$ cat src/rtl/rom_streamer.sv
// rom_streamer: burst read sequencer for a synchronous ROM with a 1-cycle registered read.
// A start pulse in idle launches a burst of len_i words from start_addr_i. Each returned word
// is presented on a valid/ready stream. A 2-entry FIFO absorbs the ROM latency and any
// downstream backpressure.
// Ports:
//   clk_i, rst_ni          clock, asynchronous active-low reset
//   start_i                1-cycle burst request, sampled only in idle
//   start_addr_i, len_i    first address and word count (0 .. 2**ADDR_WIDTH)
//   rom_addr_o, rom_q_i    ROM address (registered) and returned word
//   out_data_o/valid/ready output stream (FIFO head)
//   busy_o, done_o         burst in progress / 1-cycle completion pulse
module rom_streamer #(
  parameter int unsigned ADDR_WIDTH = 8,
  parameter int unsigned DATA_WIDTH = 32
) (
  input  logic                  clk_i,
  input  logic                  rst_ni,
  input  logic                  start_i,
  input  logic [ADDR_WIDTH-1:0] start_addr_i,
  input  logic [ADDR_WIDTH:0]   len_i,
  output logic [ADDR_WIDTH-1:0] rom_addr_o,
  input  logic [DATA_WIDTH-1:0] rom_q_i,
  output logic [DATA_WIDTH-1:0] out_data_o,
  output logic                  out_valid_o,
  input  logic                  out_ready_i,
  output logic                  busy_o,
  output logic                  done_o
);

  typedef enum logic [1:0] {StIdle, StRun, StDrain, StDone} state_e;

  localparam logic [ADDR_WIDTH:0]   CntOne  = {{ADDR_WIDTH{1'b0}}, 1'b1};
  localparam logic [ADDR_WIDTH-1:0] AddrOne = {{(ADDR_WIDTH-1){1'b0}}, 1'b1};

  state_e                state_q, state_d;
  logic [ADDR_WIDTH:0]   issue_cnt_q, issue_cnt_d;
  logic [ADDR_WIDTH:0]   xfer_cnt_q, xfer_cnt_d;
  logic [ADDR_WIDTH-1:0] addr_q, addr_d;
  logic                  inflight_q, inflight_d;
  logic [DATA_WIDTH-1:0] fifo_q [2];
  logic                  wr_ptr_q, wr_ptr_d;
  logic                  rd_ptr_q, rd_ptr_d;
  logic [1:0]            cnt_q, cnt_d;

  logic       pop, push, issue, accept;
  logic [2:0] occ;

  assign pop    = (cnt_q != 2'd0) && out_ready_i;
  assign push   = inflight_q;
  // Occupancy after this edge's pop, counting the read still in the ROM pipeline.
  assign occ    = {1'b0, cnt_q} + {2'b0, inflight_q} - {2'b0, pop};
  assign issue  = (state_q == StRun) && (occ < 3'd2);
  assign accept = (state_q == StIdle) && start_i;

  // State register
  always_ff @(posedge clk_i or negedge rst_ni) begin
    if (!rst_ni) begin
      state_q <= StIdle;
    end else begin
      state_q <= state_d;
    end
  end

  // Next-state logic
  always_comb begin
    state_d = state_q;
    unique case (state_q)
      StIdle:  if (start_i) state_d = (len_i == '0) ? StDone : StRun;
      StRun:   if (issue && issue_cnt_q == CntOne) state_d = StDrain;
      StDrain: if (pop && xfer_cnt_q == CntOne) state_d = StDone;
      StDone:  state_d = StIdle;
      default: state_d = StIdle;
    endcase
  end

  // Datapath next-state
  always_comb begin
    addr_d      = addr_q;
    issue_cnt_d = issue_cnt_q;
    xfer_cnt_d  = xfer_cnt_q;
    inflight_d  = issue;
    if (accept && len_i != '0) begin
      addr_d      = start_addr_i;
      issue_cnt_d = len_i;
      xfer_cnt_d  = len_i;
    end
    if (issue) begin
      addr_d      = addr_q + AddrOne;
      issue_cnt_d = issue_cnt_q - CntOne;
    end
    if (pop) begin
      xfer_cnt_d = xfer_cnt_q - CntOne;
    end
    cnt_d    = cnt_q + {1'b0, push} - {1'b0, pop};
    wr_ptr_d = wr_ptr_q ^ push;
    rd_ptr_d = rd_ptr_q ^ pop;
  end

  always_ff @(posedge clk_i or negedge rst_ni) begin
    if (!rst_ni) begin
      addr_q      <= '0;
      issue_cnt_q <= '0;
      xfer_cnt_q  <= '0;
      inflight_q  <= 1'b0;
      wr_ptr_q    <= 1'b0;
      rd_ptr_q    <= 1'b0;
      cnt_q       <= 2'd0;
      for (int i = 0; i < 2; i++) fifo_q[i] <= '0;
    end else begin
      addr_q      <= addr_d;
      issue_cnt_q <= issue_cnt_d;
      xfer_cnt_q  <= xfer_cnt_d;
      inflight_q  <= inflight_d;
      wr_ptr_q    <= wr_ptr_d;
      rd_ptr_q    <= rd_ptr_d;
      cnt_q       <= cnt_d;
      // rom_q_i reflects the address sampled on the previous edge, i.e. the issued read.
      if (push) fifo_q[wr_ptr_q] <= rom_q_i;
    end
  end

  // Outputs
  always_comb begin
    rom_addr_o  = addr_q;
    out_valid_o = (cnt_q != 2'd0);
    out_data_o  = fifo_q[rd_ptr_q];
    busy_o      = (state_q == StRun) || (state_q == StDrain);
    done_o      = (state_q == StDone);
  end

endmodule

$ cat config.mk
export PLATFORM = sky130hd
export DESIGN_NAME = rom_streamer
export DESIGN_NICKNAME = d
export VERILOG_FILES = /design/src/rtl/rom_streamer.sv
export SDC_FILE = /design/constraint.sdc
export NUM_CORES = 1
export LEC_CHECK = 0
export CORE_UTILIZATION = 52
export DETAILED_ROUTE_END_ITERATION = 7
export PLACE_DENSITY = 0.84
export SYNTH_ARGS = -nofsm -noshare
export SYNTH_HDL_FRONTEND = slang
export SYNTH_SLANG_ARGS = --single-unit
$ cat constraint.sdc
create_clock -name clk_i -period 3.88 [get_ports clk_i]
set_input_delay 0.776 -clock clk_i [delete_from_list [all_inputs] [get_ports clk_i]]
set_output_delay 0.776 -clock clk_i [all_outputs]
set_load 0.01 [all_outputs]
# ---- Yosys cells after proc, flatten, opt, wreduce, memory -nomap -nowiden
# Index checks and enable logic that the tools add are counted.
dict set report classes {
  magnitude_cmp 4
  reduce_logical 15
  n_bitwise 4
  n_eq_ne 8
  n_addsub 7
  muxes 16
}
# operator n
set op_table {}
lappend op_table {{two-way mux 32 bit} 4}
lappend op_table {{bitwise mux 64 bit} 1}
lappend op_table {{demux 32 bit (select 1 bit)} 1}
lappend op_table {{two-way mux 9 bit} 3}
lappend op_table {{== test 9 x 1 -> 1 bit, second input constant} 2}
lappend op_table {{subtractor 9 x 1 -> 9 bit, second input constant} 2}
lappend op_table {{two-way mux 8 bit} 2}
lappend op_table {{zero test 9 bit} 1}
lappend op_table {{nonzero test 9 bit} 1}
lappend op_table {{adder 8 x 1 -> 8 bit, second input constant} 1}
lappend op_table {{two-way mux 2 bit} 4}
lappend op_table {{one-hot mux 2 bit (4 select lines)} 1}
lappend op_table {{logical AND 1 bit} 7}
lappend op_table {{nonzero test 2 bit} 3}
lappend op_table {{== test 2 bit, second input constant} 2}
lappend op_table {{>= comparator 2 bit, second input constant} 2}
lappend op_table {{inequality test 2 bit, second input constant} 2}
lappend op_table {{inverter 1 -> 2 bit} 2}
lappend op_table {{adder 2 x 1 -> 3 bit} 1}
lappend op_table {{< comparator 3 x 2 -> 1 bit, second input constant} 1}
lappend op_table {{AND reduction 3 bit} 1}
lappend op_table {{subtractor 3 x 1 -> 3 bit} 1}
lappend op_table {{adder 2 x 1 -> 2 bit} 1}
lappend op_table {{== test 2 x 1 -> 1 bit, second input constant} 1}
lappend op_table {{6 further kinds} 7}
dict set report totals {
  regBits 97
  input_bits 53
  word_cells 64
  out_inout_bits 43
}

# ---- Depth between registers and ports, before layout
dict set report depth {
  depth_word 8
  depth_mapped 11
  ltp_nobuf 10
}

# ---- Worst setup path after synthesis
# Ideal clock, no wire load.
dict set report synth_path {
  kind {input to register}
  startpoint {input port out_ready_i}
  endpoint {register addr_q[6], in the netlist rom_addr_o[6]}
  arrival_ns 3.282
  t_required_ns 3.781
  setup_ns 0.099
  path_slack_ns 0.498
  n_path_buf 2
  cell_stages 11
  cell_sequence {o21ai_1 clkbuf_1 mux2i_1 ha_1 inv_1 fa_1 and2_1 a21oi_1 clkbuf_1 a221oi_1 a311oi_1}
}
dict set report synth_between {
  elab_chain_cells 5
  word_cells_on_any_way 6
  cone_classes {1 x add/sub; 1 x order compare; 1 x mux; 3 x reduce/logical}
}
# item line
set synth_lines {}
lappend synth_lines {{from (decl)} 25} ;# input logic out_ready_i,
lappend synth_lines {{logical AND 1 bit *} 48} ;# assign pop = (cnt_q != 2'd0) && out_ready_i;
lappend synth_lines {{subtractor 3 x 1 -> 3 bit *} 51} ;# assign occ = {1'b0, cnt_q} + {2'b0, inflight_q} - {2'b0, pop};
lappend synth_lines {{< comparator 3 x 2 -> 1 bit *} 52} ;# assign issue = (state_q == StRun) && (occ < 3'd2);
lappend synth_lines {{logical AND 1 bit *} 52}
lappend synth_lines {{two-way mux 8 bit or nonzero test 2 bit (tied branches)} --}
lappend synth_lines {{to (signal assigned)} 110} ;# addr_q <= addr_d;
lappend synth_lines {{to (decl)} 38} ;# logic [ADDR_WIDTH-1:0] addr_q, addr_d;
# Mark *: on every way between the ends. The rest lies on a longest branch, timed or not.
# A chain may end at the register's enable or synchronous reset.

# ---- Worst setup path after layout
dict set report layout_path {
  startpoint {input port out_ready_i}
  endpoint {register issue_cnt_q[5]}
}
dict set report layout_between {
  elab_chain_cells 5
  word_cells_on_any_way 6
  cone_classes {1 x add/sub; 1 x order compare; 1 x mux; 3 x reduce/logical}
}
# item line
set layout_lines {}
lappend layout_lines {{logical AND 1 bit *} 48}
lappend layout_lines {{subtractor 3 x 1 -> 3 bit *} 51}
lappend layout_lines {{< comparator 3 x 2 -> 1 bit *} 52}
lappend layout_lines {{logical AND 1 bit *} 52}
lappend layout_lines {{two-way mux 9 bit or nonzero test 2 bit (tied branches)} --}
lappend layout_lines {{to (signal assigned)} 111} ;# issue_cnt_q <= issue_cnt_d;
lappend layout_lines {{to (decl)} 36} ;# logic [ADDR_WIDTH:0] issue_cnt_q, issue_cnt_d;
# Marked as above.

==> run metrics <==
status finished clean; DR vias 3498; CORE AREA 8760 sq um; Final Net Count 543; final setup vio count 0; Worst Skew 12.1 ps; Seq. cell area 2430 sq um; # clock sinks 97; required time of the critical path 4120 ps; Total Die Area 9500 sq um; H-tree Lvls 3; initial drt markers 114; Initial Util 54.1%; PostCTS Resize Cnt 0; pin count of the biggest net entering global routing 48; Worst Tran Pin Value 695 ps; GRT Total Usage 23.3%; number of synthesized flops with an enable pin 0; number of setup buffers added after CTS 0; drt pass-1 iters 4; Slowest-stage cell, CP nor3_1; Hold Violations, Final 0; Post-CTS Hold Fix Bufs 0; fill count 651; layout cell share with drive strength beyond 1 9.98%; Vias/cell 5.94; number of global-route vias before repair 3558; Layout area overhead 26.4%; io pins 96; multiplexer share of the synthesized area 24.2%; DRC Markers 0; Synth Warn # 0; total negative slack 0 ps; worst skew pair latency 360 ps; initial antenna violation count 0; Final Cycle Share 85.0%; routability cong. 0.938; P_leak 2.45 nW; multi-input logic area 2180 sq um; WL per Instance 17.7 um; CP peak stage delay 570 ps; DP Wirelength 7510 um; cell chain of the critical path clkdlybuf4s50_1 > o21ai_1 > mux2i_1 > ha_1 > inv_1 > fa_1 > nand2_1 > nor3_1 > a221oi_1 > a221o_1; Antenna Cells 0; Gate Count Post-Synth 381; post-synthesis compound-gate area fraction 9.19%; mean post-synth cell area 12.4 sq um; Top FF cell, synth dfrtp_1; Synth Area in Simple Gates 8.16%; Netlist cell types 48; final non-filler cell total 589; Top delay family on crit path simple AND/OR/NAND/NOR gates; Max transition margin 53.5%; Post-Route WL 10400 um; crit path launch type primary input; class of the worst hold path in -> async; Num CTS Buffers 9; largest family of logic cells by synthesized area multiplexers; CP endpoint kind flop; Adder-Cell Fraction of Synth Area 3.86%; clock root cell clkbuf_8; CTS tree yes; antenna-violating nets left 0; Chip Width 97.4 um; max-cap violations 0; most frequent cells in the layout 97 x dfrtp_1, 94 x clkdlybuf4s50_1, 77 x mux2_1; Cell Area, Synth 4740 sq um; Port Buffers 95; Async S/R FF share, synth 100%; Clock Pin Slew Worst Setup and Hold Paths 100 ps; Crit path arrival time 3540 ps; first-pass GRT wire length 17700 um; overall die height 97.4 um; commonest non-fill, non-tap cell in the layout dfrtp_1; XOR/XNOR share of the synthesized area 0.555%; dpl cells 573; critical path type in -> reg; Synthesized Nets 448; CTS max path bufs 2; maximum net fanout on the critical path 6; Fmax achieved 303 MHz; row count 34; maximum VDD drop 0.385 mV; Max Slew Vio Count 0; Seq/Total Area, Yosys 51.2%; power per cell area 836 nW/um^2; remaining global-route overflow 0; synthesis-stage register bit count 97; RSZ-0062 raised after global routing no; Buf+Inv Stages, Crit Path 2; crit path time final 3300 ps
-- synth_stat cells (all sizes together), types with 2 or more instances --
master	count	area [sq um]
a211o	2	17.5
buf	10	38.8
nand4	4	25.0
xnor2	2	17.5
mux2	97	1100
and3	3	18.8
and2	4	25.0
o21ai	6	30.0
nor3	15	75.1
ha	13	163
nand2	8	30.0
o31ai	2	15.0
or3	2	12.5
mux2i	5	50.1
nand3	12	60.1
a21oi	9	45.0
a31oi	2	12.5
clkbuf	9	33.8
o22ai	2	12.5
dfrtp	97	2430
nor2	10	37.5
o41ai	2	17.5
a311oi	2	17.5
a221oi	7	61.3
a221o	5	50.1
inv	16	60.1
or4	2	22.5
o211ai	6	45.0
a211oi	7	52.6
a22oi	3	22.5
nor4	5	31.3
-- cell type report --
type | count | area share (%)
sequential | 97 | 40.5
multi-input combinational | 249 | 36.4
timing repair buffer | 103 | 16.8
tap | 108 | 2.26
clock buffer | 10 | 2.13
inverter | 16 | 1.00
clock inverter | 6 | 0.878
-- report_power, final --
group	leakage (nW)	total, mW	internal (mW)	switching (mW)
registers	1.14	1.89	1.53	0.358
logic	1.24	2.50	1.39	1.11
clock network	0.0786	0.610	0.242	0.368
total	2.45	5.00	3.17	1.83
-- flip-flops by register name (all words and copies together) (netlist names) --
name         flops
rd_ptr_q         1
cnt_q            2
xfer_cnt_q       9
inflight_q       1
wr_ptr_q         1
rom_addr_o       8
issue_cnt_q      9
state_q          2
fifo_q          64
-- layer usage --
| layer | wire (um) | track usage (%) | vias up |
|---|---|---|---|
| li1 | - | - | 1613 |
| met1 | 4750 | 32.2 | 1744 |
| met2 | 4980 | 38.1 | 121 |
| met3 | 503 | 3.96 | 20 |
| met4 | 181 | 6.11 | 0 |
| met5 | 0 | 0 | - |
-- cells by family after synthesis --
logic type,after synthesis
flip-flops,97
AO/OA/AOI/OAI,59
XOR/XNOR,3
multiplexers,102
buffers and inverters,35
AND/OR/NAND/NOR,71
adder cells (fa/ha/maj),14
-- stage by stage --
stage               power [mW]  setup WS (ps)  instance area [sq um]  hold slack [ps]  util, %
floorplan                 3.34            498                   4740              450        -
global placement          4.31            483                   5810              459     66.3
detailed placement        4.43            267                   5810              469     66.3
CTS                       5.05            636                   5990              415     68.3
global route              5.38            494                   5990              451     68.3
finish                    5.00            583                   5990              419     68.3
-- path summary, 6_finish.rpt --
| check | slack, ps | endpoint | startpoint | cells past startpoint |
|---|---|---|---|---|
| worst max-delay path | 580 | issue_cnt_q[5] | out_ready_i | 10 |
| min in group clk_i | 480 | fifo_q[51] | fifo_q[51] | 1 |
| worst min register to register | 480 | fifo_q[51] | fifo_q[51] | 1 |
| worst min-delay path | 420 | fifo_q[23] | rst_ni | 1 |
| worst max register to register | 930 | issue_cnt_q[5] | cnt_q[1] | 8 |
| max in group asynchronous | 2680 | fifo_q[1] | rst_ni | 2 |
No activity file was read; power rests on OpenSTA's default activity.
